--- config.mk ---
export PLATFORM = sky130hd
export DESIGN_NAME = payload_engine_ctrl
export DESIGN_NICKNAME = d
export VERILOG_FILES = /design/src/rtl/payload_engine_ctrl.sv
export SDC_FILE = /design/constraint.sdc
export NUM_CORES = 1
export LEC_CHECK = 0
export ABC_AREA = 0
export BUFFER_PORTS_ARGS = -buffer_cell sky130_fd_sc_hd__buf_2
export CAP_MARGIN = 10
export CORE_ASPECT_RATIO = 1.1
export CORE_MARGIN = 2
export CORE_UTILIZATION = 35
export CTS_CLUSTER_DIAMETER = 40
export DETAILED_ROUTE_END_ITERATION = 10
export PLACE_DENSITY = 0.62
export SLEW_MARGIN = 5
export SYNTH_ARGS = -nofsm -noshare
export SYNTH_HDL_FRONTEND = slang
export SYNTH_SLANG_ARGS = --single-unit
--- constraint.sdc ---
create_clock -name clk -period 3.7 [get_ports clk]
set_input_delay 0.74 -clock clk [delete_from_list [all_inputs] [get_ports clk]]
set_output_delay 0.74 -clock clk [all_outputs]
set_load 0.1 [all_outputs]
--- src/rtl/payload_engine_ctrl.sv ---
// Payload engine controller: sequences the match engines over a single payload.
// It clears the engines once per packet, gates the engine clock enable per
// accepted byte (up to MAX_LEN bytes), runs DRAIN_CYC extra enable cycles so the
// engines reach their end state, and then reports the captured match vector
// together with the length, truncation and error flags through a valid/ready
// result port.
//
// Ports:
//   clk, rst                 clock (rising edge); asynchronous active-high reset
//   s_valid/s_sop/s_eop      upstream payload beat qualifiers
//   s_ready                  beat accepted when s_valid & s_ready (combinational)
//   eng_sod                  registered engine clear pulse (one cycle, in CLEAR)
//   eng_en                   engine clock enable (combinational, same cycle as beat)
//   eng_match[NUM_ENG]       sticky engine match bits
//   r_valid/r_ready          result handshake
//   r_match/r_len/r_trunc/r_err  registered result payload
//   busy                     controller is not idle
//
// DRAIN_CYC must be at least 1.
module payload_engine_ctrl #(
    parameter int unsigned NUM_ENG   = 8,
    parameter int unsigned LEN_W     = 16,
    parameter int unsigned MAX_LEN   = 1460,
    parameter int unsigned DRAIN_CYC = 1
) (
    input  logic               clk,
    input  logic               rst,
    input  logic               s_valid,
    input  logic               s_sop,
    input  logic               s_eop,
    output logic               s_ready,
    output logic               eng_sod,
    output logic               eng_en,
    input  logic [NUM_ENG-1:0] eng_match,
    output logic               r_valid,
    input  logic               r_ready,
    output logic [NUM_ENG-1:0] r_match,
    output logic [LEN_W-1:0]   r_len,
    output logic               r_trunc,
    output logic               r_err,
    output logic               busy
);

    localparam int unsigned DCW = (DRAIN_CYC > 1) ? $clog2(DRAIN_CYC) : 1;

    localparam logic [LEN_W-1:0] LEN_SAT    = '1;
    localparam logic [LEN_W-1:0] LEN_LIMIT  = LEN_W'(MAX_LEN);
    localparam logic [DCW-1:0]   DRAIN_LAST = DCW'(DRAIN_CYC - 1);

    typedef enum logic [2:0] {
        IDLE   = 3'd0,
        CLEAR  = 3'd1,
        SCAN   = 3'd2,
        DRAIN  = 3'd3,
        REPORT = 3'd4
    } state_t;

    state_t           state_q;
    state_t           state_d;
    logic [LEN_W-1:0] len_q;
    logic             trunc_q;
    logic             err_q;
    logic [DCW-1:0]   drain_cnt_q;
    logic             at_limit;

    // Bytes past MAX_LEN are consumed but never clocked into the engines.
    assign at_limit = (len_q >= LEN_LIMIT);
    assign busy     = (state_q != IDLE);

    // State register
    always_ff @(posedge clk or posedge rst) begin
        if (rst) begin
            state_q <= IDLE;
        end else begin
            state_q <= state_d;
        end
    end

    // Next-state and combinational handshake/enable outputs
    always_comb begin
        state_d = state_q;
        s_ready = 1'b0;
        eng_en  = 1'b0;
        case (state_q)
            IDLE: begin
                // Stray non-sop beats are drained; an sop beat is held for SCAN.
                s_ready = s_valid & ~s_sop;
                if (s_valid && s_sop) begin
                    state_d = CLEAR;
                end
            end
            CLEAR: begin
                state_d = SCAN;
            end
            SCAN: begin
                s_ready = 1'b1;
                if (s_valid) begin
                    eng_en = ~at_limit;
                    if (s_eop) begin
                        state_d = DRAIN;
                    end
                end
            end
            DRAIN: begin
                eng_en = ~trunc_q;
                if (drain_cnt_q == DRAIN_LAST) begin
                    state_d = REPORT;
                end
            end
            REPORT: begin
                if (r_ready) begin
                    state_d = IDLE;
                end
            end
            default: begin
                state_d = IDLE;
            end
        endcase
    end

    // Per-packet length, flags and drain counter
    always_ff @(posedge clk or posedge rst) begin
        if (rst) begin
            len_q       <= '0;
            trunc_q     <= 1'b0;
            err_q       <= 1'b0;
            drain_cnt_q <= '0;
        end else begin
            case (state_q)
                CLEAR: begin
                    len_q       <= '0;
                    trunc_q     <= 1'b0;
                    err_q       <= 1'b0;
                    drain_cnt_q <= '0;
                end
                SCAN: begin
                    if (s_valid) begin
                        if (len_q != LEN_SAT) begin
                            len_q <= len_q + LEN_W'(1);
                        end
                        if (at_limit) begin
                            trunc_q <= 1'b1;
                        end
                        // The first beat legitimately carries sop; eop on the same beat wins.
                        if (s_sop && !s_eop && (len_q != '0)) begin
                            err_q <= 1'b1;
                        end
                    end
                end
                DRAIN: begin
                    drain_cnt_q <= drain_cnt_q + DCW'(1);
                end
                default: begin
                end
            endcase
        end
    end

    // Registered engine clear and result port
    always_ff @(posedge clk or posedge rst) begin
        if (rst) begin
            eng_sod <= 1'b0;
            r_valid <= 1'b0;
            r_match <= '0;
            r_len   <= '0;
            r_trunc <= 1'b0;
            r_err   <= 1'b0;
        end else begin
            eng_sod <= (state_d == CLEAR);
            r_valid <= (state_d == REPORT);
            if ((state_q == DRAIN) && (state_d == REPORT)) begin
                r_match <= eng_match;
                r_len   <= len_q;
                r_trunc <= trunc_q;
                r_err   <= err_q;
            end
        end
    end

endmodule

* Word-level counts from Yosys, hierarchy flattened
Index checks and enable logic that the tools add are counted.
W data, S select, Z words.
** Word-level totals
- Bits in registers :: 50
- Bits of input ports :: 14
** Operators by class
- Add/subtract/negate cells :: 2
- Magnitude comparators :: 1
- Eq/ne operators :: 11
- Mux-type cells :: 19
- Bitwise logic cells :: 4
- Reduce and logical (&&, ||, !) cells :: 13
** Operators by type and width (count)
- $mux W16 :: 2
- $pmux W16 S2 :: 1
- $add A16 B1 Y16 const B :: 1
- $ge A16 B11 Y1 const B :: 1
- $ne A16 B16 Y1 const B :: 1
- $reduce_bool A16 Y1 :: 1
- $mux W3 :: 5
- $pmux W3 S5 :: 1
- $pmux W1 S2 :: 5
- $reduce_and A3 Y1 :: 3
- $ne A2 B2 Y1 const B :: 4
- $eq A3 B1 Y1 const B :: 2
- $eq A3 B2 Y1 const B :: 2
- $eq A3 B3 Y1 const B :: 2
- $mux W1 :: 5
- $logic_and A1 B1 Y1 :: 4
- $reduce_bool A2 Y1 :: 2
- $logic_not A3 Y1 :: 1
- $not A1 Y1 :: 3
- $reduce_bool A3 Y1 :: 1
- $add A1 B1 Y1 const B :: 1
- $and A1 B1 Y1 :: 1
- $logic_not A1 Y1 :: 1

* Longest topological paths before layout
- Depth in word-level cells :: 6
- Depth in mapped cells :: 7
- Depth with buffers taken out :: 6

* Worst setup path before layout
OpenSTA, ideal clock, no wires.
- Path type :: register to output
- From :: register state_q[2]
- To :: output eng_en
- Data arrival time :: 2.925 ns
- Setup slack :: 0.035 ns
- Cell stages (with the launch flop) :: 5
- Path buffers :: 2
- Cells stage by stage :: dfrtp_1 > buf_2 > clkbuf_1 > nand2b_1 > o21ai_0
** On the way
- Cells in the longest elaborated chain, start to end :: 2
** Ends and longest elaborated chain
- start: declaration :: RTL line 58 : state_t state_q;
- start signal: assignment :: RTL line 75 : state_q <= state_d;
- $eq A3 B2 Y1 :: RTL line 84 : case (state_q)
- $pmux W1 S2 * :: RTL line 84
- end: declaration :: RTL line 33 : output logic eng_en,
Every way passes the cells marked *; elsewhere a longest branch is shown, timed or not.

* Worst setup path in the final report
- From :: register len_q[12]
- To :: output eng_en
** On the way
- Cells in the longest elaborated chain, start to end :: 4
** Ends and longest elaborated chain
- start: declaration :: RTL line 60 : logic [LEN_W-1:0] len_q;
- start signal: assignment :: RTL line 139 : len_q <= len_q + LEN_W'(1);
- $ge A16 B11 Y1 :: RTL line 67 : assign at_limit = (len_q >= LEN_LIMIT);
- $not A1 Y1 :: RTL line 98 : eng_en = ~at_limit;
- $mux W1 :: RTL line 97 : if (s_valid) begin
- $pmux W1 S2 :: RTL line 84
No other way between the ends.

==> impl_metrics.ini <==
[placement]
port_buffers = 44
place_congestion = 0.849
dp_cells = 331
hpwl_mm = 3.55

[logic_synthesis]
netlist_instances = 215
async_flop_share = 1.00
seq_area_frac_synth = 0.519
synth_top_area_frac = 0.519
synth_ff_type = dfrtp_1
yosys_warnings = 0
synth_area_per_cell_um2 = 11.2
synth_seq_cells = 50
yosysTopAreaCell = dfrtp_1
synthTopCellsByCount = dfrtp_1, mux2_2, nor2_1
ys_types = 44
synth.area.top_cells = dfrtp_1, mux2_2, nor2_1
synth_most_common_cell = dfrtp_1
syn-cell-area_um2 = 2410
synth_edf_count = 0
syn-num-nets = 231

[routing]
ant_nets = 0
drtIter0Drc = 151
wl_per_cell_um = 14.7
dr_total_vias = 1821
drc_errors = 0
totalWireLength_mm = 4.98
drt-pass1-iter-count = 4
vias_per_cell = 5.37

[worst_setup_path]
criticalPathCategory = flip-flop to primary output
reg2reg_from = state_q[0]
critPathMaxFanout = 7
crit_cells = 5
crit_buf_inv = 1
slowest_stage = or4_1
cp_top_family = simple AND/OR/NAND/NOR gates
critPathMaxStageDelay_ns = 0.53
path_cells = or4_1 -> nor2_1 -> nand3_1 -> o21ai_0 -> buf_2
r2r_slack_ns = 1.45
r2r-end = len_q[15]
critPathCapture = eng_en
cp.required_ns = 2.96
cp.arrival_ns = 2.14
crit_path_end_kind = primary output
reg2reg_depth = 5
crit_start = len_q[12]
start_kind = flip-flop

[clocking]
cts_buffer_depth = 2
postCtsHoldBufs = 0
clk_latency_ns = 0.30
cts.repair.resized = 0
root_buffer = clkbuf_8
htreeDepth = 2
cts_setup_buffers = 0
cts_inserted_buffers = 5
cts_tree = built
clock_sinks = 50
clkTransAtPathRegs_ns = 0.09

[min_path]
hold_path_startpoint = r_len[9]
hp-class = flip-flop to flip-flop

[timing]
finalSetupViolations = 0
slew_violations = 0
worst_hold_slack_ns = 0.508
worst_slew_pin_slew_ns = 1.01
fin_skew_ns = 0.00811
slew_headroom = 0.327
hold_viol = 0
fin_tns_setup_ns = 0
post-route-min-period_ns = 2.88
fmax_mhz = 347
finalCritPeriodShare = 0.779
rsz0062_at_grt = no

[cells_and_area]
area_delta_synth_final_pct = 17.5
utilization = 0.427
diodes = 0
drive_gt1_frac = 0.350
layout.nets = 272
nFillCells = 661
final_cells = 339

[global_routing]
grt_use_met3 = 0.0327
first_global_vias = 1796
top_usage_layer = met2
overflow = 0
grt_usage = 0.138
grt_pass1_wl_mm = 8.76
met1_usage = 0.184
use_met2 = 0.228
grt_start_max_net_pins = 51
antenna_found_initial = 0

[die]
die_area_um2 = 7560
start_util = 0.363
rows = 31
core_area_um2 = 6630
die_w_um = 83.1
pin_count = 45
die_y_um = 91.0

[run]
drv_cap = 0

[run_status]
status = finished, final reports clean
layout make-up:
type,instances,area [um^2],share of cell area
multi-input cells,144,1070,0.378
inverters,9,33.8,0.0119
clock inverters,3,68.8,0.0243
flip-flops and latches,50,1250,0.442
repair buffers,46,235,0.0831
well taps,82,103,0.0363
clock buffers,5,68.8,0.0243
through the flow:
| step | instance area [um^2] | worst slack [ns] |
|---|---|---|
| 3_5_place_dp | 2690 | 1.12 |
| 3_3_place_gp | 2690 | 1.12 |
| 4_1_cts | 2830 | 0.789 |
| 6_report | 2830 | 0.816 |
| 5_1_grt | 2830 | 0.709 |
| 2_1_floorplan | 2410 | 0.0351 |
sequential cells by signal (all words and copies together), names as in the netlist:
name,cells
r_err,1
trunc_q,1
r_len,16
r_trunc,1
err_q,1
eng_sod,1
r_match,8
r_valid,1
state_q,3
len_q,16
drain_cnt_q,1
cell usage in the layout (no fill, tap or decap), types with 5 or more instances in the layout:
master / n
o211ai_1: 7
a21oi_1: 5
clkbuf_8: 5
xnor2_1: 5
nand2_1: 14
inv_1: 8
nand4_1: 6
buf_2: 44
dfrtp_1: 50
nor2_1: 20
mux2_2: 26
worst min-delay path by stage:
stage	cells after the start	endpoint
floorplan	2	err_q
global placement	1	r_match[7]
detailed placement	1	r_err
CTS	1	r_match[6]
global route	1	r_match[6]
finish	1	r_len[9]
logic make-up after synthesis:
family | count (synthesis) | synth area share
multiplexers | 30 | 0.138
AND/OR/NAND/NOR | 68 | 0.152
adder cells (fa/ha/maj) | 2 | 0.0104
flip-flops | 50 | 0.519
XOR/XNOR | 6 | 0.0218
buffers and inverters | 21 | 0.0384
AO/OA/AOI/OAI | 38 | 0.119
per-layer routing:
| layer | part of all wire | vias up |
|---|---|---|
| met5 | 0 | - |
| met1 | 0.45 | 892 |
| met3 | 0.057 | 7 |
| li1 | - | 867 |
| met2 | 0.48 | 55 |
| met4 | 0.012 | 0 |
Power is not shown: default switching activity piles up to over one toggle a cycle in this logic, so the estimate is an artifact.
